### config.mk
export PLATFORM = sky130hd
export DESIGN_NAME = dso_cmd_proc
export DESIGN_NICKNAME = d
export VERILOG_FILES = /design/src/rtl/dso_cmd_proc.sv
export SDC_FILE = /design/constraint.sdc
export NUM_CORES = 1
export LEC_CHECK = 0
export ABC_CLOCK_PERIOD_IN_PS = 3500
export BUFFER_PORTS_ARGS = -buffer_cell sky130_fd_sc_hd__buf_2
export CAP_MARGIN = 30
export CORE_ASPECT_RATIO = 1.2
export CORE_UTILIZATION = 40
export CTS_CLUSTER_DIAMETER = 200
export DETAILED_ROUTE_END_ITERATION = 12
export GPL_ROUTABILITY_DRIVEN = 0
export SLEW_MARGIN = 15
export SYNTH_ARGS = -nofsm -noshare
export SYNTH_HDL_FRONTEND = slang
export SYNTH_SLANG_ARGS = --single-unit
export TNS_END_PERCENT = 100
### constraint.sdc
create_clock -name clk -period 3.5 [get_ports clk]
set_input_delay 0.175 -clock clk [delete_from_list [all_inputs] [get_ports clk]]
set_output_delay 0.175 -clock clk [all_outputs]
set_load 0.03 [all_outputs]
### src/rtl/dso_cmd_proc.sv
// DSO configuration command processor: executes READ/WRITE/DUMP commands from the
// UART transceiver, maintains the four configuration registers and sends response bytes.
module dso_cmd_proc (
   input  logic        clk,
   input  logic        rst_n,
   input  logic [23:0] cmd,
   input  logic        cmd_rdy,
   output logic        clr_cmd_rdy,
   output logic        trmt,
   output logic [7:0]  tx_data,
   input  logic        tx_done,
   output logic [7:0]  trig_lvl,
   output logic [3:0]  decimator,
   output logic [5:0]  trig_cfg,
   output logic [2:0]  ch1_gain,
   output logic [2:0]  ch2_gain
);

   localparam logic [7:0] OP_READ  = 8'h01;
   localparam logic [7:0] OP_WRITE = 8'h02;
   localparam logic [7:0] OP_DUMP  = 8'h03;
   localparam logic [7:0] RSP_ACK  = 8'hA5;
   localparam logic [7:0] RSP_NAK  = 8'hEE;

   typedef enum logic [1:0] {
      IDLE    = 2'd0,
      EXEC    = 2'd1,
      WAIT_TX = 2'd2
   } state_t;

   state_t      state_r, state_s;
   logic [7:0]  op_r, op_s;
   logic [1:0]  idx_r, idx_s;
   logic        tx_done_r;
   logic        tx_rise_s;
   logic        addr_ok_s;
   logic        clr_s, trmt_s;
   logic [7:0]  tx_data_s;
   logic        wr_en_s;
   logic [1:0]  wr_addr_s;
   logic [7:0]  wr_data_s;

   // Read-back view of a register: implemented fields packed, unimplemented bits zero
   function automatic logic [7:0] reg_read(input logic [1:0] addr, input logic [7:0] r0,
                                           input logic [3:0] r1, input logic [5:0] r2,
                                           input logic [2:0] g1, input logic [2:0] g2);
      case (addr)
         2'd0:    reg_read = r0;
         2'd1:    reg_read = {4'h0, r1};
         2'd2:    reg_read = {2'b00, r2};
         default: reg_read = {1'b0, g2, 1'b0, g1};
      endcase
   endfunction

   assign tx_rise_s = tx_done & ~tx_done_r;
   assign addr_ok_s = (cmd[15:8] < 8'd4);

   // Next-state and next-output logic; EXEC actions are computed on the way into EXEC
   always_comb begin
      state_s   = state_r;
      op_s      = op_r;
      idx_s     = idx_r;
      clr_s     = 1'b0;
      trmt_s    = 1'b0;
      tx_data_s = tx_data;
      wr_en_s   = 1'b0;
      wr_addr_s = cmd[9:8];
      wr_data_s = cmd[7:0];
      case (state_r)
         IDLE: begin
            if (cmd_rdy) begin
               state_s = EXEC;
               op_s    = cmd[23:16];
               idx_s   = 2'd0;
               clr_s   = 1'b1;
               trmt_s  = 1'b1;
               case (cmd[23:16])
                  OP_READ: begin
                     if (addr_ok_s) begin
                        tx_data_s = reg_read(cmd[9:8], trig_lvl, decimator, trig_cfg,
                                             ch1_gain, ch2_gain);
                     end else begin
                        tx_data_s = RSP_NAK;
                     end
                  end
                  OP_WRITE: begin
                     if (addr_ok_s) begin
                        wr_en_s   = 1'b1;
                        tx_data_s = RSP_ACK;
                     end else begin
                        tx_data_s = RSP_NAK;
                     end
                  end
                  OP_DUMP: tx_data_s = reg_read(2'd0, trig_lvl, decimator, trig_cfg,
                                                ch1_gain, ch2_gain);
                  default: tx_data_s = RSP_NAK;
               endcase
            end else begin
               state_s = IDLE;
            end
         end
         EXEC: state_s = WAIT_TX;
         WAIT_TX: begin
            if (tx_rise_s) begin
               if ((op_r == OP_DUMP) && (idx_r < 2'd3)) begin
                  idx_s     = idx_r + 2'd1;
                  trmt_s    = 1'b1;
                  tx_data_s = reg_read(idx_r + 2'd1, trig_lvl, decimator, trig_cfg,
                                       ch1_gain, ch2_gain);
               end else begin
                  state_s = IDLE;
               end
            end else begin
               state_s = WAIT_TX;
            end
         end
         default: state_s = IDLE;
      endcase
   end

   // FSM state, command latch, tx_done history and registered handshake outputs
   always_ff @(posedge clk or negedge rst_n) begin
      if (!rst_n) begin
         state_r     <= IDLE;
         op_r        <= 8'h00;
         idx_r       <= 2'd0;
         tx_done_r   <= 1'b0;
         clr_cmd_rdy <= 1'b0;
         trmt        <= 1'b0;
         tx_data     <= 8'h00;
      end else begin
         state_r     <= state_s;
         op_r        <= op_s;
         idx_r       <= idx_s;
         tx_done_r   <= tx_done;
         clr_cmd_rdy <= clr_s;
         trmt        <= trmt_s;
         tx_data     <= tx_data_s;
      end
   end

   // Configuration register file; writes truncate to the implemented fields
   always_ff @(posedge clk or negedge rst_n) begin
      if (!rst_n) begin
         trig_lvl  <= 8'h80;
         decimator <= 4'h0;
         trig_cfg  <= 6'h00;
         ch1_gain  <= 3'd2;
         ch2_gain  <= 3'd2;
      end else if (wr_en_s) begin
         case (wr_addr_s)
            2'd0:    trig_lvl  <= wr_data_s;
            2'd1:    decimator <= wr_data_s[3:0];
            2'd2:    trig_cfg  <= wr_data_s[5:0];
            default: begin
               ch1_gain <= wr_data_s[2:0];
               ch2_gain <= wr_data_s[6:4];
            end
         endcase
      end else begin
         trig_lvl <= trig_lvl;
      end
   end

endmodule
Word-level counts from Yosys, hierarchy flattened:

Cells that the tools add are included.
Widths: inputs -> output; s select.

* word-level logic and storage cells: 70
* output and inout bits: 34
* bits in registers: 47
* input bits: 28

* muxes and demuxes: 26
* bitwise operators: 3
* eq/ne operators: 14
* reduce and logical (&&, ||, !) cells: 12
* $lt $le $gt $ge: 2
* add/sub/neg operators: 1

Operator list (number)
* $pmux 8 s3: 3
* $mux 8: 4
* $eq 8x2->1 const B: 3
* $pmux 8 s2: 1
* $mux 2: 5
* $reduce_and 2->1: 5
* $mux 1: 9
* $eq 8x1->1 const B: 1
* $lt 8x3->1 const B: 1
* $mux 7: 1
* $eq 2x1->1 const B: 3
* $eq 2x2->1 const B: 3
* $logic_not 2->1: 3
* $ne 2x2->1 const B: 3
* $pmux 2 s3: 1
* $pmux 2 s2: 1
* $reduce_and 4->1: 1
* $ne 3x3->1 const B: 1
* $reduce_or 3->1: 1
* $add 2x1->2 const B: 1
* $lt 2x2->1 const B: 1
* $not 1->1: 2
* $pmux 1 s2: 1
* $reduce_bool 2->1: 1
* other kinds (2): 2

Longest topological paths before layout:

Gate-level depths: netlist (run 1).

* depth after elaboration: 6
* depth in mapped cells: 8
* mapped depth without buffers: 7

Least setup slack after synthesis (run 1):

Ideal clock, no wire load.

* kind: input to register
* from: input port cmd[15]
* to: register trig_lvl[0]
* setup time: 0.125 ns
* stages: 5
* path buffers: 0
* setup slack: 1.462 ns
* arrival time: 1.913 ns
* data required time: 3.375 ns
* cell sequence: or4_4 nor3_4 nand3_4 nor4_4 mux2_2

* word-level cells in the longest chain between the ends: 6

Ends and longest elaborated chain
* from (decl): line 6 `input logic [23:0] cmd,`
* $lt 8x3->1: line 56 `assign addr_ok_s = (cmd[15:8] < 8'd4);`
* $mux 1: line 87 `if (addr_ok_s) begin`
* $mux 1: line 77 `case (cmd[23:16])`
* $mux 1: line 71 `if (cmd_rdy) begin`
* $mux 1: line 69 `case (state_r)`
* $reduce_and 2->1 (no source line)
* to (signal assigned): line 152 `2'd0: trig_lvl <= wr_data_s;`
* to (signal assigned): line 161 `trig_lvl <= trig_lvl;`
* to (decl): line 12 `output logic [7:0] trig_lvl,`

Every way passes these cells.
A chain may end at the register's enable or synchronous reset.

Worst setup path after layout (run 1):

* from: input port tx_done
* to: register tx_data[3]

* word-level cells in the longest chain between the ends: 3

Ends and longest elaborated chain
* from (decl): line 11 `input logic tx_done,`
* $and 1x1->1: line 55 `assign tx_rise_s = tx_done & ~tx_done_r;`
* $ne 2x2->1 (no source line)
* $reduce_and 4->1 (no source line)
* to (signal assigned): line 138 `tx_data <= tx_data_s;`
* to (decl): line 10 `output logic [7:0] tx_data,`

Every way passes these cells.

==> results.yml, run 1 <==
sta:
  rsz0062_at_grt: "no"
  maxSlewHeadroom_pct: 52.7
  fin_crit_ns: 2.27
  finalHoldViolCount: 0
  worstMarginPinSlew_ns: 0.705
  fin_hold_ws_ns: 0.113
  fin_skew_ns: 0.0103
  setup_ws_ns: 1.23
  tns_ns: 0
  drv_slew: 0
  fin_crit_sh_pct: 64.9
  fmax_ghz: 0.441
  finalSetupViolCount: 0
synth:
  synth_xor_area_share_pct: 0
  ys_warn_count: 0
  synth_compound_area_share_pct: 11.1
  yosysSeqAreaShare_pct: 47.0
  synth_nets: 247
  async_flop_share_pct: 100
  synth_top_family_by_area: "multiplexers"
  synth_edf_count: 0
  synthAdderAreaFrac_pct: 2.49
  synth-simple-area-share_pct: 16.5
  synthMuxAreaShare_pct: 20.4
  syn_area_sq_mm: 0.00251
  avgSynthCellArea_sq_um: 11.7
  yosys_most_used_dff: "dfrtp_1"
  synth.distinct_cells: 48
  ys_ff_latch: 47
  synthCells: 214
worst_hold_path:
  hp-class: "input port to flip-flop"
power:
  p_per_area_mw_per_mm2: 502
  ir_worst_vdd_mv: 0.240
  report.power.total_mw: 1.53
  leakagePower_nw: 1.42
clock_network:
  clock_path_buffers: 2
  clk_latency_ns: 0.30
  cts.clk_slew.worst_paths_ns: 0.09
  cts_buffers: 5
  ctsRootBufferMaster: "clkbuf_8"
  htreeDepth: 2
  cts_tree: "built"
  post_cts_resized: 0
  cts_sinks: 47
setup_path:
  required_ns: 3.68
  worst_setup_path_start_kind: "input port"
  endpoint_kind: "flip-flop"
  cp.arrival_ns: 2.45
  crit_fanout: 9
  path_class: "input port to flip-flop"
floorplanning:
  coreArea_sq_mm: 0.00605
  die_area_sq_mm: 0.00660
  initial_core_util_pct: 41.5
  rows: 31
  num_io_pins: 62
  die_y_um: 88.8
  die_w_um: 74.3
grt:
  grt_pass1_vias: 1878
  grt_max_degree: 28
  grt-ovfl-total: 0
  antenna_found_initial: 0
  grt_pass1_wl_um: 9680
  grt_usage_pct: 19.9
place:
  post-dp-hpwl_um: 4450
  port_buffers: 61
  place_ws_ns: 1.00
cells_and_area:
  n_antenna_cell: 0
  drive_gt1_share_pct: 43.5
  area_growth_pct: 21.6
  fillers: 588
  nNetsFinal: 310
  finish.utilization_pct: 50.5
detailed_routing:
  vias: 1966
  first_pass_iters: 4
  first_iter_violations: 107
  post_drt_wl_per_cell_um: 16.7
  vias_per_cell: 5.46
  route.detailed.drc: 0
  drt-total-wl_um: 6000
  ant_nets: 0
outcome:
  outcome: "completed"
flow_run:
  maxCapViolCount: 0
[Yosys cell counts, drive strengths merged (3+ instances only)]
master | number | share of area, %
a21oi | 8 | 1.6
a222oi | 4 | 1.6
clkbuf | 8 | 1.2
dfrtp | 44 | 44
dfstp | 3 | 3.1
ha | 5 | 2.5
inv | 6 | 0.90
mux2 | 36 | 16
mux2i | 4 | 1.6
mux4 | 3 | 2.7
nand2 | 9 | 1.3
nand2b | 6 | 1.5
nand3 | 4 | 1.3
nor2 | 17 | 2.5
nor3 | 8 | 2.9
nor3b | 4 | 1.2
nor4 | 5 | 2.4
o21ai | 6 | 1.2
[final timing paths]
| check | startpoint | slack, ns | endpoint | cells past startpoint |
|---|---|---|---|---|
| max reg2reg | state_r[1]$_DFFE_PN0P_ | 1.24 | trig_lvl[5]$_DFFE_PN0P_ | 4 |
| min reg2reg | tx_data[1]$_DFFE_PN0P_ | 0.49 | tx_data[1]$_DFFE_PN0P_ | 2 |
| min in group asynchronous | rst_n | 0.37 | trig_lvl[6]$_DFFE_PN0P_ | 2 |
| min | cmd[6] | 0.11 | ch2_gain[2]$_DFFE_PN0P_ | 2 |
| max in group asynchronous | rst_n | 2.53 | trig_lvl[7]$_DFFE_PN1P_ | 3 |
| max | tx_done | 1.23 | tx_data[3]$_DFFE_PN0P_ | 7 |
[power breakdown]
group          internal [mW]  leakage [nW]  switching (mW)
sequential             0.647         0.597          0.0626
combinational          0.160         0.763           0.254
clock                  0.231        0.0612           0.178
[metal layers]
| metal | wire (um) | GRT usage [%] | vias to the layer above |
|---|---|---|---|
| met5 | 0 | 0 | - |
| met4 | 133 | 6.69 | 0 |
| met3 | 273 | 3.76 | 12 |
| met2 | 2880 | 31.9 | 72 |
| met1 | 2720 | 27.0 | 948 |
| li1 | - | - | 934 |
[registers in the layout (all words and copies together), names as in the netlist]
| register | flops |
|---|---|
| ch1_gain | 3 |
| ch2_gain | 3 |
| clr_cmd_rdy | 1 |
| decimator | 4 |
| idx_r | 2 |
| op_r | 8 |
| state_r | 2 |
| trig_cfg | 6 |
| trig_lvl | 8 |
| trmt | 1 |
| tx_data | 8 |
| tx_done_r | 1 |
[cell type report]
cell class                      instances  area [sq um]  area share [%]
Clock buffer                            6          82.6            2.70
Timing Repair Buffer                   65           353            11.6
Tap cell                               82           103            3.36
Clock inverter                          2          35.0            1.15
Inverter                                7          26.3           0.860
Multi-Input combinational cell        151          1270            41.7
Sequential cell                        47          1180            38.6
[cells in the final DEF (no fill, tap or decap), types with 4 or more instances in the layout]
master	instances
nand2b_1	6
nand2_1	9
a222oi_1	4
nor2_1	17
nor3_1	5
buf_2	61
mux2_2	36
o21ai_0	6
mux2i_1	4
a21oi_1	8
clkbuf_8	6
ha_1	5
dfrtp_1	44
inv_1	6
[logic make-up (layout without fill, tap and decap cells)]
| group | count (synthesis) | in the layout |
|---|---|---|
| compound gates | 39 | 39 |
| fa+ha+maj | 5 | 5 |
| buf+inv | 16 | 80 |
| flops | 47 | 47 |
| mux | 43 | 43 |
| simple gates | 64 | 64 |
[through the flow]
| step | instance area, sq um | std cells |
|---|---|---|
| 2_1_floorplan | 2510 | 214 |
| 3_3_place_gp | 2900 | 349 |
| 3_5_place_dp | 2920 | 350 |
| 4_1_cts | 3050 | 360 |
| 5_1_grt | 3050 | 360 |
| 6_report | 3050 | 360 |
[repair_timing]
action                                 in CTS  in global routing
endpoints found under the hold margin      20                  0
buffers inserted                            0                  0
hold buffers                                2                  0
[critical path, stage by stage]
cell and delay, ns:
dlygate4sd3_1 0.53, buf_2 0.13, nor3b_1 0.13, nand4_1 0.14, nor2b_1 0.56, clkinv_1 0.42
mux2_2 0.36
Note: power is estimated with default switching activity, not from simulation.
==> run 2, diff against run 1 <==
--- a/config.mk
+++ b/config.mk
@@ -5,7 +5,7 @@
 export SDC_FILE = /design/constraint.sdc
 export NUM_CORES = 1
 export LEC_CHECK = 0
-export ABC_CLOCK_PERIOD_IN_PS = 3500
+export ABC_CLOCK_PERIOD_IN_PS = 1900
 export BUFFER_PORTS_ARGS = -buffer_cell sky130_fd_sc_hd__buf_2
 export CAP_MARGIN = 30
 export CORE_ASPECT_RATIO = 1.2
@@ -13,6 +13,7 @@
 export CTS_CLUSTER_DIAMETER = 200
 export DETAILED_ROUTE_END_ITERATION = 12
 export GPL_ROUTABILITY_DRIVEN = 0
+export PLACE_DENSITY = 0.65
 export SLEW_MARGIN = 15
 export SYNTH_ARGS = -nofsm -noshare
 export SYNTH_HDL_FRONTEND = slang
==> constraint.sdc (replaced) <==
create_clock -name clk -period 1.9 [get_ports clk]
set_input_delay 0.095 -clock clk [delete_from_list [all_inputs] [get_ports clk]]
set_output_delay 0.095 -clock clk [all_outputs]
set_load 0.03 [all_outputs]
==> results.yml, run 2 (synthesis results as in run 1) <==
sta:
  setup_ws_ns: 0.0784
  finalHoldViolCount: 0
  fmax_ghz: 0.549
  maxSlewHeadroom_pct: 63.2
  fin_hold_ws_ns: 0.0251
  fin_crit_sh_pct: 95.9
  drv_slew: 0
  fin_crit_ns: 1.82
  tns_ns: 0
  fin_skew_ns: 0.00342
  worstMarginPinSlew_ns: 0.552
  finalSetupViolCount: 0
floorplanning:
  num_io_pins: 62
  rows: 31
  die_w_um: 74.3
  die_y_um: 88.8
  initial_core_util_pct: 41.5
  coreArea_sq_mm: 0.00605
  die_area_sq_mm: 0.00660
cells_and_area:
  post-route-cell-area_sq_mm: 0.00321
  drive_gt1_share_pct: 48.8
  reg_top3: "op_r (8), trig_lvl (8), tx_data (8)"
  nNetsFinal: 331
  final_common_cell: "buf_2"
  area_growth_pct: 28.0
  instances_no_fill: 381
  final_cell_mix: "61 x buf_2, 42 x dfrtp_1, 36 x mux2_2"
  n_antenna_cell: 0
clock_network:
  ctsRootBufferMaster: "clkbuf_8"
  cts_sinks: 47
  cts.clk_slew.worst_paths_ns: 0.08
  clk_latency_ns: 0.30
  htreeDepth: 2
  cts_buffers: 5
  clock_path_buffers: 2
  cts_tree: "built"
setup_path:
  crit_buf_inv: 0
  crit_fanout: 6
  cp.arrival_ns: 2.01
  path_class: "flip-flop to flip-flop"
  endpoint_kind: "flip-flop"
  cp_cell_sequence: "ha_1 -> a222oi_1 -> nor2_1 -> o32ai_1 -> a31oi_1 -> mux2_2"
  slowest_stage: "dfrtp_2"
  required_ns: 2.09
  worst_setup_path_start_kind: "flip-flop"
  cpLargestDelayFamily: "compound AO/OA/AOI/OAI gates"
  slowest_delay_ns: 0.45
detailed_routing:
  first_iter_violations: 88
  drt-total-wl_um: 6390
  route.detailed.drc: 0
  ant_nets: 0
  first_pass_iters: 4
  post_drt_wl_per_cell_um: 16.8
  vias_per_cell: 5.46
  vias: 2079
power:
  p_per_area_mw_per_mm2: 881
  leakagePower_nw: 1.52
  ir_worst_vdd_mv: 0.340
grt:
  antenna_found_initial: 0
  grt_pass1_vias: 1969
  grt_max_degree: 26
  grt-ovfl-total: 0
  grt_usage_pct: 20.4
  grt_pass1_wl_um: 9910
place:
  placedCellCount: 370
  post-dp-hpwl_um: 4750
  place_ws_ns: -0.118
  postPlaceCellArea_sq_mm: 0.00307
  port_buffers: 61
flow_run:
  maxCapViolCount: 0
outcome:
  outcome: "completed"
worst_hold_path:
  hp-class: "input port to flip-flop"
run 2: area by class of cell:
cell class,instances,area (sq um)
timing repair buffer,86,510
inverter,7,26.3
multi-input combinational,151,1290
tap,82,103
fill,564,2840
clock buffer,8,100
sequential,47,1180
run 2: metrics by stage:
| stage | utilization, % | total power [mW] |
|---|---|---|
| after floorplan | - | 1.84 |
| after detailed placement | 50.7 | 2.15 |
| after global placement | 50.7 | 2.14 |
| after CTS | 52.7 | 2.83 |
| final | 53.1 | 2.83 |
| after global routing | 53.1 | 2.99 |
run 2: path summary, 6_finish.rpt:
check | slack [ns] | cells past startpoint | startpoint | end
worst max-delay path | 0.08 | 6 | idx_r[0]$_DFFE_PN0P_ | tx_data[3]$_DFFE_PN0P_
worst min-delay path | 0.03 | 2 | cmd[7] | trig_lvl[7]$_DFFE_PN1P_
worst max register to register | 0.08 | 6 | idx_r[0]$_DFFE_PN0P_ | tx_data[3]$_DFFE_PN0P_
worst min register to register | 0.51 | 2 | tx_data[1]$_DFFE_PN0P_ | tx_data[1]$_DFFE_PN0P_
max in group asynchronous | 0.99 | 3 | rst_n | trig_lvl[7]$_DFFE_PN1P_
min in group asynchronous | 0.31 | 2 | rst_n | op_r[5]$_DFFE_PN0P_
run 2: layer usage:
| metal | GRT usage, % | wire, um |
|---|---|---|
| met1 | 26.4 | 2880 |
| met2 | 34.5 | 3100 |
| met3 | 3.99 | 315 |
| met4 | 6.00 | 85 |
| met5 | 0 | 0 |
run 2: worst register-to-register path, delay by kind of cell, from the launching register on:
family	cells	cell delay (ns)
compound gates	3	0.59
flops	1	0.45
fa+ha+maj	1	0.33
mux	1	0.26
simple gates	1	0.08
run 2: power breakdown:
part | switching (mW) | internal, mW
sequential | 0.137 | 1.19
combinational | 0.485 | 0.348
clock | 0.333 | 0.333
run 2: repair_timing:
item | CTS | global route
buffers inserted | 0 | 1
setup endpoints to repair | 0 | 28
hold endpoints to repair | 22 | 0
resized for setup | 0 | 7
hold buffers | 2 | 0
